===== src/rtl/uart_rx_byte_if.sv =====
// Byte-stream handshake between the UART receiver (master) and its consumer (slave).
// data_valid holds until the consumer takes data_out with data_ready.
interface uart_rx_byte_if;
  logic [7:0] data_out;
  logic       data_valid;
  logic       data_ready;

  modport master (output data_out, output data_valid, input data_ready);
  modport slave  (input data_out, input data_valid, output data_ready);
endinterface


===== src/rtl/uart_rx_byte.sv =====
// 8N1 UART receiver: synchronises rx, samples mid-bit, checks the stop bit and
// hands complete bytes to a one-deep valid/ready holding buffer.
module uart_rx_byte #(
  parameter int CLKS_PER_BIT = 868,
  parameter int HALF_BIT     = CLKS_PER_BIT / 2
) (
  input  logic           clk_out1,
  input  logic           rst_n,
  input  logic           ena,
  input  logic           rx,
  input  logic           clr_err,
  uart_rx_byte_if.master byte_if,
  output logic           busy,
  output logic           frame_err,
  output logic           overrun
);

  localparam int CNT_W = $clog2(CLKS_PER_BIT);
  localparam logic [CNT_W-1:0] HALF_LAST = CNT_W'(HALF_BIT - 1);
  localparam logic [CNT_W-1:0] BIT_LAST  = CNT_W'(CLKS_PER_BIT - 1);

  typedef enum logic [2:0] {IDLE, START, DATA, STOP, WAIT_HIGH} state_t;

  logic             rx_p0;
  logic             rx_s_p1;
  state_t           state_q, state_d;
  logic [CNT_W-1:0] cnt_q, cnt_d;
  logic [2:0]       bit_idx_q, bit_idx_d;
  logic [7:0]       shreg_q, shreg_d;
  logic             stop_ok, stop_bad;
  logic             dlv_p2;
  logic             ovr_set;

  // Stage p0/p1: two-flop synchroniser; only rx_s_p1 is used downstream
  always_ff @(posedge clk_out1 or negedge rst_n) begin
    if (!rst_n) begin
      rx_p0   <= 1'b1;
      rx_s_p1 <= 1'b1;
    end else begin
      rx_p0   <= rx;
      rx_s_p1 <= rx_p0;
    end
  end

  always_ff @(posedge clk_out1 or negedge rst_n) begin
    if (!rst_n) begin
      state_q   <= IDLE;
      cnt_q     <= '0;
      bit_idx_q <= '0;
      shreg_q   <= '0;
      dlv_p2    <= 1'b0;
    end else begin
      state_q   <= state_d;
      cnt_q     <= cnt_d;
      bit_idx_q <= bit_idx_d;
      shreg_q   <= shreg_d;
      dlv_p2    <= stop_ok;
    end
  end

  always_comb begin
    state_d   = state_q;
    cnt_d     = cnt_q;
    bit_idx_d = bit_idx_q;
    shreg_d   = shreg_q;
    stop_ok   = 1'b0;
    stop_bad  = 1'b0;
    if (!ena && state_q != IDLE) begin
      state_d   = IDLE;
      cnt_d     = '0;
      bit_idx_d = '0;
    end else begin
      case (state_q)
        IDLE: begin
          if (ena && !rx_s_p1) begin
            state_d = START;
            cnt_d   = '0;
          end
        end
        START: begin
          if (cnt_q == HALF_LAST) begin
            cnt_d     = '0;
            bit_idx_d = '0;
            // A start bit that is high again at mid-bit was only a glitch
            state_d   = rx_s_p1 ? IDLE : DATA;
          end else begin
            cnt_d = cnt_q + CNT_W'(1);
          end
        end
        DATA: begin
          if (cnt_q == BIT_LAST) begin
            cnt_d   = '0;
            shreg_d = {rx_s_p1, shreg_q[7:1]};
            if (bit_idx_q == 3'd7) state_d = STOP;
            else                   bit_idx_d = bit_idx_q + 3'd1;
          end else begin
            cnt_d = cnt_q + CNT_W'(1);
          end
        end
        STOP: begin
          if (cnt_q == BIT_LAST) begin
            cnt_d = '0;
            if (rx_s_p1) begin
              stop_ok = 1'b1;
              state_d = IDLE;
            end else begin
              stop_bad = 1'b1;
              state_d  = WAIT_HIGH;
            end
          end else begin
            cnt_d = cnt_q + CNT_W'(1);
          end
        end
        WAIT_HIGH: begin
          if (rx_s_p1) state_d = IDLE;
        end
        default: state_d = IDLE;
      endcase
    end
  end

  assign busy    = (state_q != IDLE);
  assign ovr_set = dlv_p2 && byte_if.data_valid && !byte_if.data_ready;

  // Stage p2: delivery into the holding buffer one cycle after the stop sample
  always_ff @(posedge clk_out1 or negedge rst_n) begin
    if (!rst_n) begin
      byte_if.data_out   <= '0;
      byte_if.data_valid <= 1'b0;
      frame_err          <= 1'b0;
      overrun            <= 1'b0;
    end else begin
      if (dlv_p2) begin
        if (!byte_if.data_valid || byte_if.data_ready) begin
          byte_if.data_out   <= shreg_q;
          byte_if.data_valid <= 1'b1;
        end
      end else if (byte_if.data_valid && byte_if.data_ready) begin
        byte_if.data_valid <= 1'b0;
      end
      if (stop_bad)     frame_err <= 1'b1;
      else if (clr_err) frame_err <= 1'b0;
      if (ovr_set)      overrun <= 1'b1;
      else if (clr_err) overrun <= 1'b0;
    end
  end

endmodule


===== src/flat_wrapper.sv =====
// flat-port wrapper written by rule: the top's interface ports become plain ports
module uart_rx_byte_flat 
#(
  parameter int CLKS_PER_BIT = 868,
  parameter int HALF_BIT     = CLKS_PER_BIT / 2
)
  (clk_out1, rst_n, ena, rx, clr_err, busy, frame_err, overrun, byte_if_data_out, byte_if_data_valid, byte_if_data_ready);
  uart_rx_byte_if byte_if_i ();
  input  logic clk_out1;
  input  logic rst_n;
  input  logic ena;
  input  logic rx;
  input  logic clr_err;
  output logic busy;
  output logic frame_err;
  output logic overrun;
  output wire logic [$bits(byte_if_i.data_out)-1:0] byte_if_data_out;
  output wire logic [$bits(byte_if_i.data_valid)-1:0] byte_if_data_valid;
  input wire logic [$bits(byte_if_i.data_ready)-1:0] byte_if_data_ready;
  assign byte_if_data_out = byte_if_i.data_out;
  assign byte_if_data_valid = byte_if_i.data_valid;
  assign byte_if_i.data_ready = byte_if_data_ready;
  uart_rx_byte #(.CLKS_PER_BIT(CLKS_PER_BIT), .HALF_BIT(HALF_BIT)) u_core (.clk_out1(clk_out1), .rst_n(rst_n), .ena(ena), .rx(rx), .clr_err(clr_err), .byte_if(byte_if_i), .busy(busy), .frame_err(frame_err), .overrun(overrun));
endmodule

===== config.mk =====
export PLATFORM = sky130hd
export DESIGN_NAME = uart_rx_byte_flat
export DESIGN_NICKNAME = d
export VERILOG_FILES = /design/src/rtl/uart_rx_byte_if.sv /design/src/rtl/uart_rx_byte.sv /design/src/flat_wrapper.sv
export SDC_FILE = /design/constraint.sdc
export NUM_CORES = 1
export LEC_CHECK = 0
export ABC_CLOCK_PERIOD_IN_PS = 3000
export BUFFER_PORTS_ARGS = -buffer_cell sky130_fd_sc_hd__buf_2
export CORE_MARGIN = 2
export CORE_UTILIZATION = 40
export CTS_BUF_LIST = sky130_fd_sc_hd__clkbuf_2 sky130_fd_sc_hd__clkbuf_4 sky130_fd_sc_hd__clkbuf_8
export DETAILED_ROUTE_END_ITERATION = 8
export GPL_TIMING_DRIVEN = 0
export REMOVE_ABC_BUFFERS = 1
export SLEW_MARGIN = 20
export SYNTH_ARGS = -nofsm -noshare
export SYNTH_HDL_FRONTEND = slang
export SYNTH_SLANG_ARGS = --single-unit
export TNS_END_PERCENT = 30

===== constraint.sdc =====
create_clock -name clk_out1 -period 3 [get_ports clk_out1]
set_clock_uncertainty 0.05 [all_clocks]
set_input_delay 0.6 -clock clk_out1 [delete_from_list [all_inputs] [get_ports clk_out1]]
set_output_delay 0.6 -clock clk_out1 [all_outputs]
set_load 0.05 [all_outputs]

==> flow_metrics.py, run 1 <==
metrics = {
    "yosys": {
        "syn_avg_cell_area_sq_um": 11.5,
        "synth-main-ff-cell": "dfrtp_1",
        "synth_edf_count": 0,
        "synth_seq_area_share": 0.508,
        "ys_ff_latch": 38,
        "ys_warn_count": 0,
        "synth.area.top_cells": "dfrtp_1 48%, mux2_2 4.8%, mux2_1 4.2%",
        "synth_top_area_share": 0.480,
        "synthCells": 163,
        "yosys-top-cells-count": "36 x dfrtp_1, 12 x nand2_1, 11 x inv_1",
        "synthArstFlopShare": 1.00,
        "ys_types": 48,
        "synth_top_area_cell": "dfrtp_1",
        "netlist_area_sq_um": 1880,
        "yosysMostFrequentCell": "dfrtp_1",
    },
    "drt": {
        "vias_per_cell": 5.52,
        "vias": 1292,
        "drtAntennaViolNets": 0,
        "routedWlPerCell_um": 15.1,
        "drc_errors": 0,
        "postRouteWirelength_um": 3530,
        "firstDrtPassIters": 6,
        "initialDrtViolationCount": 62,
    },
    "global_routing": {
        "track_usage": 0.152,
        "grt_pass1_vias": 1357,
        "grt_max_degree": 39,
        "grt_pass1_wl_um": 6190,
        "antenna_found_initial": 0,
        "grt_overflow": 0,
    },
    "critical_path": {
        "worst-endpoint-arrival_ps": 2350,
        "reg2reg_slack_ps": 790,
        "rr_worst_depth": 6,
        "worst-path-stages": 6,
        "required_ps": 3140,
        "start_kind": "flop",
        "crit_type": "flop to flop",
        "crit_family": "compound AO/OA/AOI/OAI gates",
        "slowest_stage": "a211oi_4",
        "cp_max_fo": 16,
        "cp-end-kind": "flop",
        "slowest_delay_ps": 610,
        "worstPathCellList": "ha_1, and4bb_1, nand3_2, a211oi_4, o21ai_0, a21o_1",
        "cp.buffers_inverters": 0,
        "rr_endpoint": "u_core.cnt_q[4]$_DFFE_PN0P_",
        "r2r_start": "u_core.cnt_q[0]$_DFFE_PN0P_",
    },
    "clocking": {
        "cts_hold_buf": 0,
        "cts_buffer_depth": 2,
        "cts_tree": "yes",
        "clock_sink_count": 38,
        "clk_latency_ps": 290,
        "cts-resized-gates": 0,
        "cts_buffers": 5,
        "clk_pin_slew_ps": 80,
        "post_cts_buffers": 0,
        "htreeDepth": 2,
        "cts-root-buf": "clkbuf_8",
    },
    "sta": {
        "fin_tns_setup_ps": 0,
        "rsz0062_at_grt": "false",
        "tightest_slew_ps": 819,
        "finalHoldViolations": 0,
        "worst_slew_margin_rel": 0.454,
        "fmax_mhz": 452,
        "setup_viol": 0,
        "finalCritPeriodShare": 0.737,
        "final-max-slew-violation-count": 0,
        "period_needed_ps": 2210,
    },
    "layout": {
        "num_antenna_cells": 0,
        "multi_input_area_sq_um": 843,
        "register_area_sq_um": 953,
        "final_core_util": 0.478,
        "fillers": 419,
        "area_growth_pct": 13.3,
        "fin_nets": 191,
        "drive_gt1_frac": 0.247,
    },
    "min_path": {
        "hold_class": "flop to flop",
        "hold_depth": 0,
        "holdPathEnd": "u_core.rx_s_p1$_DFF_PN1_",
        "hold_path_startpoint": "u_core.rx_p0$_DFF_PN1_",
    },
    "pwr": {
        "leakagePower_nw": 1.03,
        "power.total_mw": 1.53,
        "ir_worst_vdd_mv": 0.309,
        "power_density_nw_per_um2": 718,
    },
    "die": {
        "die_w_um": 72.5,
        "core_area_sq_um": 4440,
        "fp.dieH_um": 72.5,
        "io_pins": 18,
        "row_count": 24,
        "initial_core_util": 0.422,
        "die_area_sq_um": 5260,
    },
    "run_status": {
        "status": "finished clean",
    },
    "placement": {
        "port_buffers": 17,
        "dp_hpwl_um": 2460,
        "place_congestion": 0.819,
    },
    "run": {
        "drv_cap": 0,
    },
}
-- sequential cells by signal, summed over array words and instances, names as in the netlist, 3 cells and up --
register	count
u_core.state_q	3
u_core.byte_if.data_out	8
u_core.shreg_q	8
u_core.bit_idx_q	3
u_core.cnt_q	10
-- cell families (layout without fill, tap and decap cells) --
kind of cell | after synthesis | in the layout | synth area share
adder cells (fa/ha/maj) | 4 | 4 | 0.0267
flip-flops | 38 | 38 | 0.508
AO/OA/AOI/OAI | 30 | 30 | 0.124
multiplexers | 20 | 20 | 0.122
buffers and inverters | 17 | 36 | 0.0427
AND/OR/NAND/NOR | 52 | 52 | 0.167
XOR/XNOR | 2 | 2 | 0.00934
-- layer usage --
| metal | vias up | routed length, um | GRT usage | share of wire |
|---|---|---|---|---|
| met2 | 20 | 1810 | 0.268 | 0.51 |
| met1 | 654 | 1570 | 0.180 | 0.44 |
| li1 | 616 | - | - | - |
| met5 | - | 0 | 0 | 0 |
| met4 | 0 | 17 | 0.0494 | 0.0048 |
| met3 | 2 | 137 | 0.0417 | 0.039 |
-- layout by cell type (no fill, tap or decap), types with 2 or more instances in the layout --
| cell | instances |
|---|---|
| dfrtp_1 | 36 |
| buf_2 | 17 |
| nand2_1 | 12 |
| inv_1 | 11 |
| nor2_1 | 8 |
| mux2_2 | 8 |
| mux2_1 | 7 |
| o22ai_1 | 6 |
| nand3_1 | 5 |
| clkbuf_8 | 5 |
| nor3_1 | 4 |
| ha_1 | 4 |
| a21oi_1 | 3 |
| mux2i_1 | 3 |
| o21ai_0 | 3 |
| o21ai_1 | 3 |
| a21o_1 | 3 |
| nor3b_1 | 2 |
| and4bb_1 | 2 |
| nand2b_1 | 2 |
| nand4bb_1 | 2 |
| o21a_1 | 2 |
| mux2_4 | 2 |
| nor4bb_1 | 2 |
| nor2b_1 | 2 |
| xnor2_1 | 2 |
| or3_1 | 2 |
| bufinv_16 | 2 |
| dfstp_2 | 2 |
-- metrics by stage --
step,cells,instance area (sq um),hold slack (ps),setup WS [ps]
after CTS,234,2130,314,786
after global placement,226,1990,297,841
final,234,2130,315,788
after global routing,234,2130,319,647
after floorplan,157,1840,254,1090
after detailed placement,226,1990,299,780
-- worst max path at each step --
stage | endpoint | start
floorplan | u_core.cnt_q[4]$_DFFE_PN0P_ | u_core.cnt_q[0]$_DFFE_PN0P_
finish | u_core.cnt_q[4]$_DFFE_PN0P_ | u_core.cnt_q[0]$_DFFE_PN0P_
detailed placement | u_core.cnt_q[4]$_DFFE_PN0P_ | ena
global placement | u_core.cnt_q[4]$_DFFE_PN0P_ | ena
global route | u_core.cnt_q[4]$_DFFE_PN0P_ | u_core.cnt_q[0]$_DFFE_PN0P_
CTS | u_core.cnt_q[4]$_DFFE_PN0P_ | u_core.cnt_q[0]$_DFFE_PN0P_
-- power breakdown --
group	switching [mW]	internal (mW)	total, mW
combinational	0.215	0.160	0.375
sequential	0.0730	0.554	0.627
clock	0.191	0.333	0.524
total	0.479	1.05	1.53
-- cell type report --
| class | instances | area share |
|---|---|---|
| Timing Repair Buffer | 17 | 0.0400 |
| Inverter | 11 | 0.0194 |
| Sequential cell | 38 | 0.448 |
| Clock buffer | 5 | 0.0324 |
| Tap cell | 52 | 0.0306 |
| Multi-Input combinational cell | 108 | 0.397 |
| Clock inverter | 3 | 0.0324 |
Note: power is estimated with default switching activity, not from simulation.
==> run 2, diff against run 1 <==
--- a/config.mk
+++ b/config.mk
@@ -5,7 +5,7 @@
 export SDC_FILE = /design/constraint.sdc
 export NUM_CORES = 1
 export LEC_CHECK = 0
-export ABC_CLOCK_PERIOD_IN_PS = 3000
+export ABC_CLOCK_PERIOD_IN_PS = 1800
 export BUFFER_PORTS_ARGS = -buffer_cell sky130_fd_sc_hd__buf_2
 export CORE_MARGIN = 2
 export CORE_UTILIZATION = 40
==> constraint.sdc (replaced) <==
create_clock -name clk_out1 -period 1.8 [get_ports clk_out1]
set_clock_uncertainty 0.05 [all_clocks]
set_input_delay 0.36 -clock clk_out1 [delete_from_list [all_inputs] [get_ports clk_out1]]
set_output_delay 0.36 -clock clk_out1 [all_outputs]
set_load 0.05 [all_outputs]
==> run 2 against run 1 <==
Net effect: the flow now finishes with violations (negative setup slack); register-to-register slack got worse by 950 ps; largest cell class unchanged; final area rose by 7.6%; non-clock buffer count rose by 9; cell count rose by 3.8%; power rose by 87%; combinational power rose by 140%; core utilization rose by 3.6 points; maximum frequency rose by 12%; via count rose by 5.3%; wire length rose by 6.4%; flip-flop and latch count did not move; critical endpoint is now u_core.bit_idx_q[0]$_DFFE_PN0P_.
==> flow_metrics.py, run 2 (synthesis results as in run 1) <==
metrics = {
    "clocking": {
        "cts_buffer_depth": 2,
        "cts-root-buf": "clkbuf_8",
        "clk_latency_ps": 290,
        "cts_buffers": 5,
        "cts_tree": "yes",
        "cts_hold_buf": 0,
        "clock_sink_count": 38,
        "clk_pin_slew_ps": 80,
        "htreeDepth": 2,
    },
    "layout": {
        "final_common_cell": "dfrtp_1",
        "largest_register_ffs": 10,
        "fillers": 414,
        "regMostFlops": "u_core.cnt_q",
        "multi_input_area_sq_um": 915,
        "fin_nets": 200,
        "final_core_util": 0.515,
        "area_growth_pct": 21.9,
        "num_antenna_cells": 0,
        "reg_top3": "u_core.cnt_q: 10 flops, u_core.byte_if.data_out: 8 flops, u_core.shreg_q: 8 flops",
        "register_area_sq_um": 960,
        "final_cells": 243,
        "layout_common_cells": "31 x dfrtp_1, 17 x buf_2, 12 x nand2_1",
        "drive_gt1_frac": 0.361,
    },
    "critical_path": {
        "crit_start": "u_core.cnt_q[1]$_DFFE_PN0P_",
        "start_kind": "flop",
        "required_ps": 1930,
        "rr_endpoint": "u_core.bit_idx_q[0]$_DFFE_PN0P_",
        "cp_max_fo": 3,
        "r2r_start": "u_core.cnt_q[1]$_DFFE_PN0P_",
        "worst-endpoint-arrival_ps": 2090,
        "reg2reg_slack_ps": -170,
        "crit_type": "flop to flop",
        "critical_path.endpoint": "u_core.bit_idx_q[0]$_DFFE_PN0P_",
        "cp-end-kind": "flop",
        "rr_worst_depth": 7,
    },
    "drt": {
        "initialDrtViolationCount": 86,
        "routedWlPerCell_um": 15.5,
        "postRouteWirelength_um": 3760,
        "drc_errors": 0,
        "drtAntennaViolNets": 0,
        "vias": 1361,
        "vias_per_cell": 5.60,
        "firstDrtPassIters": 5,
    },
    "run_status": {
        "status": "finished, violations left",
        "violations": "negative setup slack",
    },
    "die": {
        "fp.dieH_um": 72.5,
        "initial_core_util": 0.422,
        "die_w_um": 72.5,
        "core_area_sq_um": 4440,
        "die_area_sq_um": 5260,
        "row_count": 24,
        "io_pins": 18,
    },
    "placement": {
        "place_congestion": 0.819,
        "dp_hpwl_um": 2460,
        "dp.cells": 226,
        "port_buffers": 17,
    },
    "sta": {
        "finalHoldViolations": 0,
        "rsz0062_at_grt": "true",
        "finalCritPeriodShare": 1.09,
        "fin_tns_setup_ps": -1290,
        "fmax_mhz": 508,
        "worst_slew_margin_rel": 0.442,
        "worst_hold_slack_ps": 112,
        "final-max-slew-violation-count": 0,
        "setup_slack_ps": -167,
        "period_needed_ps": 1970,
        "setup_viol": 12,
        "tightest_slew_ps": 836,
    },
    "global_routing": {
        "track_usage": 0.160,
        "grt_overflow": 0,
        "grt_pass1_vias": 1378,
        "grt_max_degree": 39,
        "antenna_found_initial": 0,
        "grt_pass1_wl_um": 6480,
    },
    "pwr": {
        "leakagePower_nw": 1.09,
        "power.total_mw": 2.85,
        "power_density_nw_per_um2": 1250,
        "ir_worst_vdd_mv": 0.605,
    },
    "run": {
        "drv_cap": 0,
    },
    "min_path": {
        "hold_class": "primary input to asynchronous set/reset pin",
    },
}
## run 2: cell types whose count changed in the layout (fill, tap and decap cells not counted), sizes merged
| cell | change |
|---|---|
| buf | +9 |
## run 2: final cells by class
type,instances,share of cell area
Timing Repair Buffer,26,0.0739
Clock buffer,5,0.0301
Multi-Input combinational cell,108,0.400
Sequential cell,38,0.420
Clock inverter,3,0.0301
Tap cell,52,0.0284
Inverter,11,0.0181
## run 2: critical path: stages (launching register included)
cell      delay, ps
dfrtp_2         440
inv_2            90
ha_4            120
and4bb_2        260
a31oi_4         120
a211oi_4        240
and3_4          240
mux2_4          290
## run 2: what timing repair did
action,in CTS,in global routing
endpoints found under the setup margin,23,22
gates resized for setup,15,7
setup buffers,9,0
pin swaps,7,4
## run 2: worst min-delay path by stage
stage          slack (ps)  depth (start not counted)                    from                                endpoint
4_1_cts               110                          1                      rx                  u_core.rx_p0$_DFF_PN1_
5_1_grt               110                          1                      rx                  u_core.rx_p0$_DFF_PN1_
3_3_place_gp          300                          0  u_core.rx_p0$_DFF_PN1_                u_core.rx_s_p1$_DFF_PN1_
6_report              110                          1                   rst_n  u_core.byte_if.data_out[0]$_DFFE_PN0P_
3_5_place_dp          300                          0  u_core.rx_p0$_DFF_PN1_                u_core.rx_s_p1$_DFF_PN1_
2_1_floorplan          10                          0                   rst_n         u_core.bit_idx_q[0]$_DFFE_PN0P_
## run 2: metal layers
layer,GRT usage,wire length (um)
met4,0.0432,57
met3,0.0417,140
met1,0.191,1660
met2,0.285,1900
met5,0,0
## run 2: metrics by stage
stage	area, sq um	setup slack (ps)
after floorplan	1840	-115
after global routing	2290	-256
after detailed placement	1990	-368
final	2290	-167
after global placement	1990	-309
after CTS	2260	-153
## run 2: report_power, final
group / internal [mW] / switching, mW
clock network: 0.555 / 0.316
registers: 0.930 / 0.141
logic: 0.466 / 0.446
total: 1.95 / 0.903
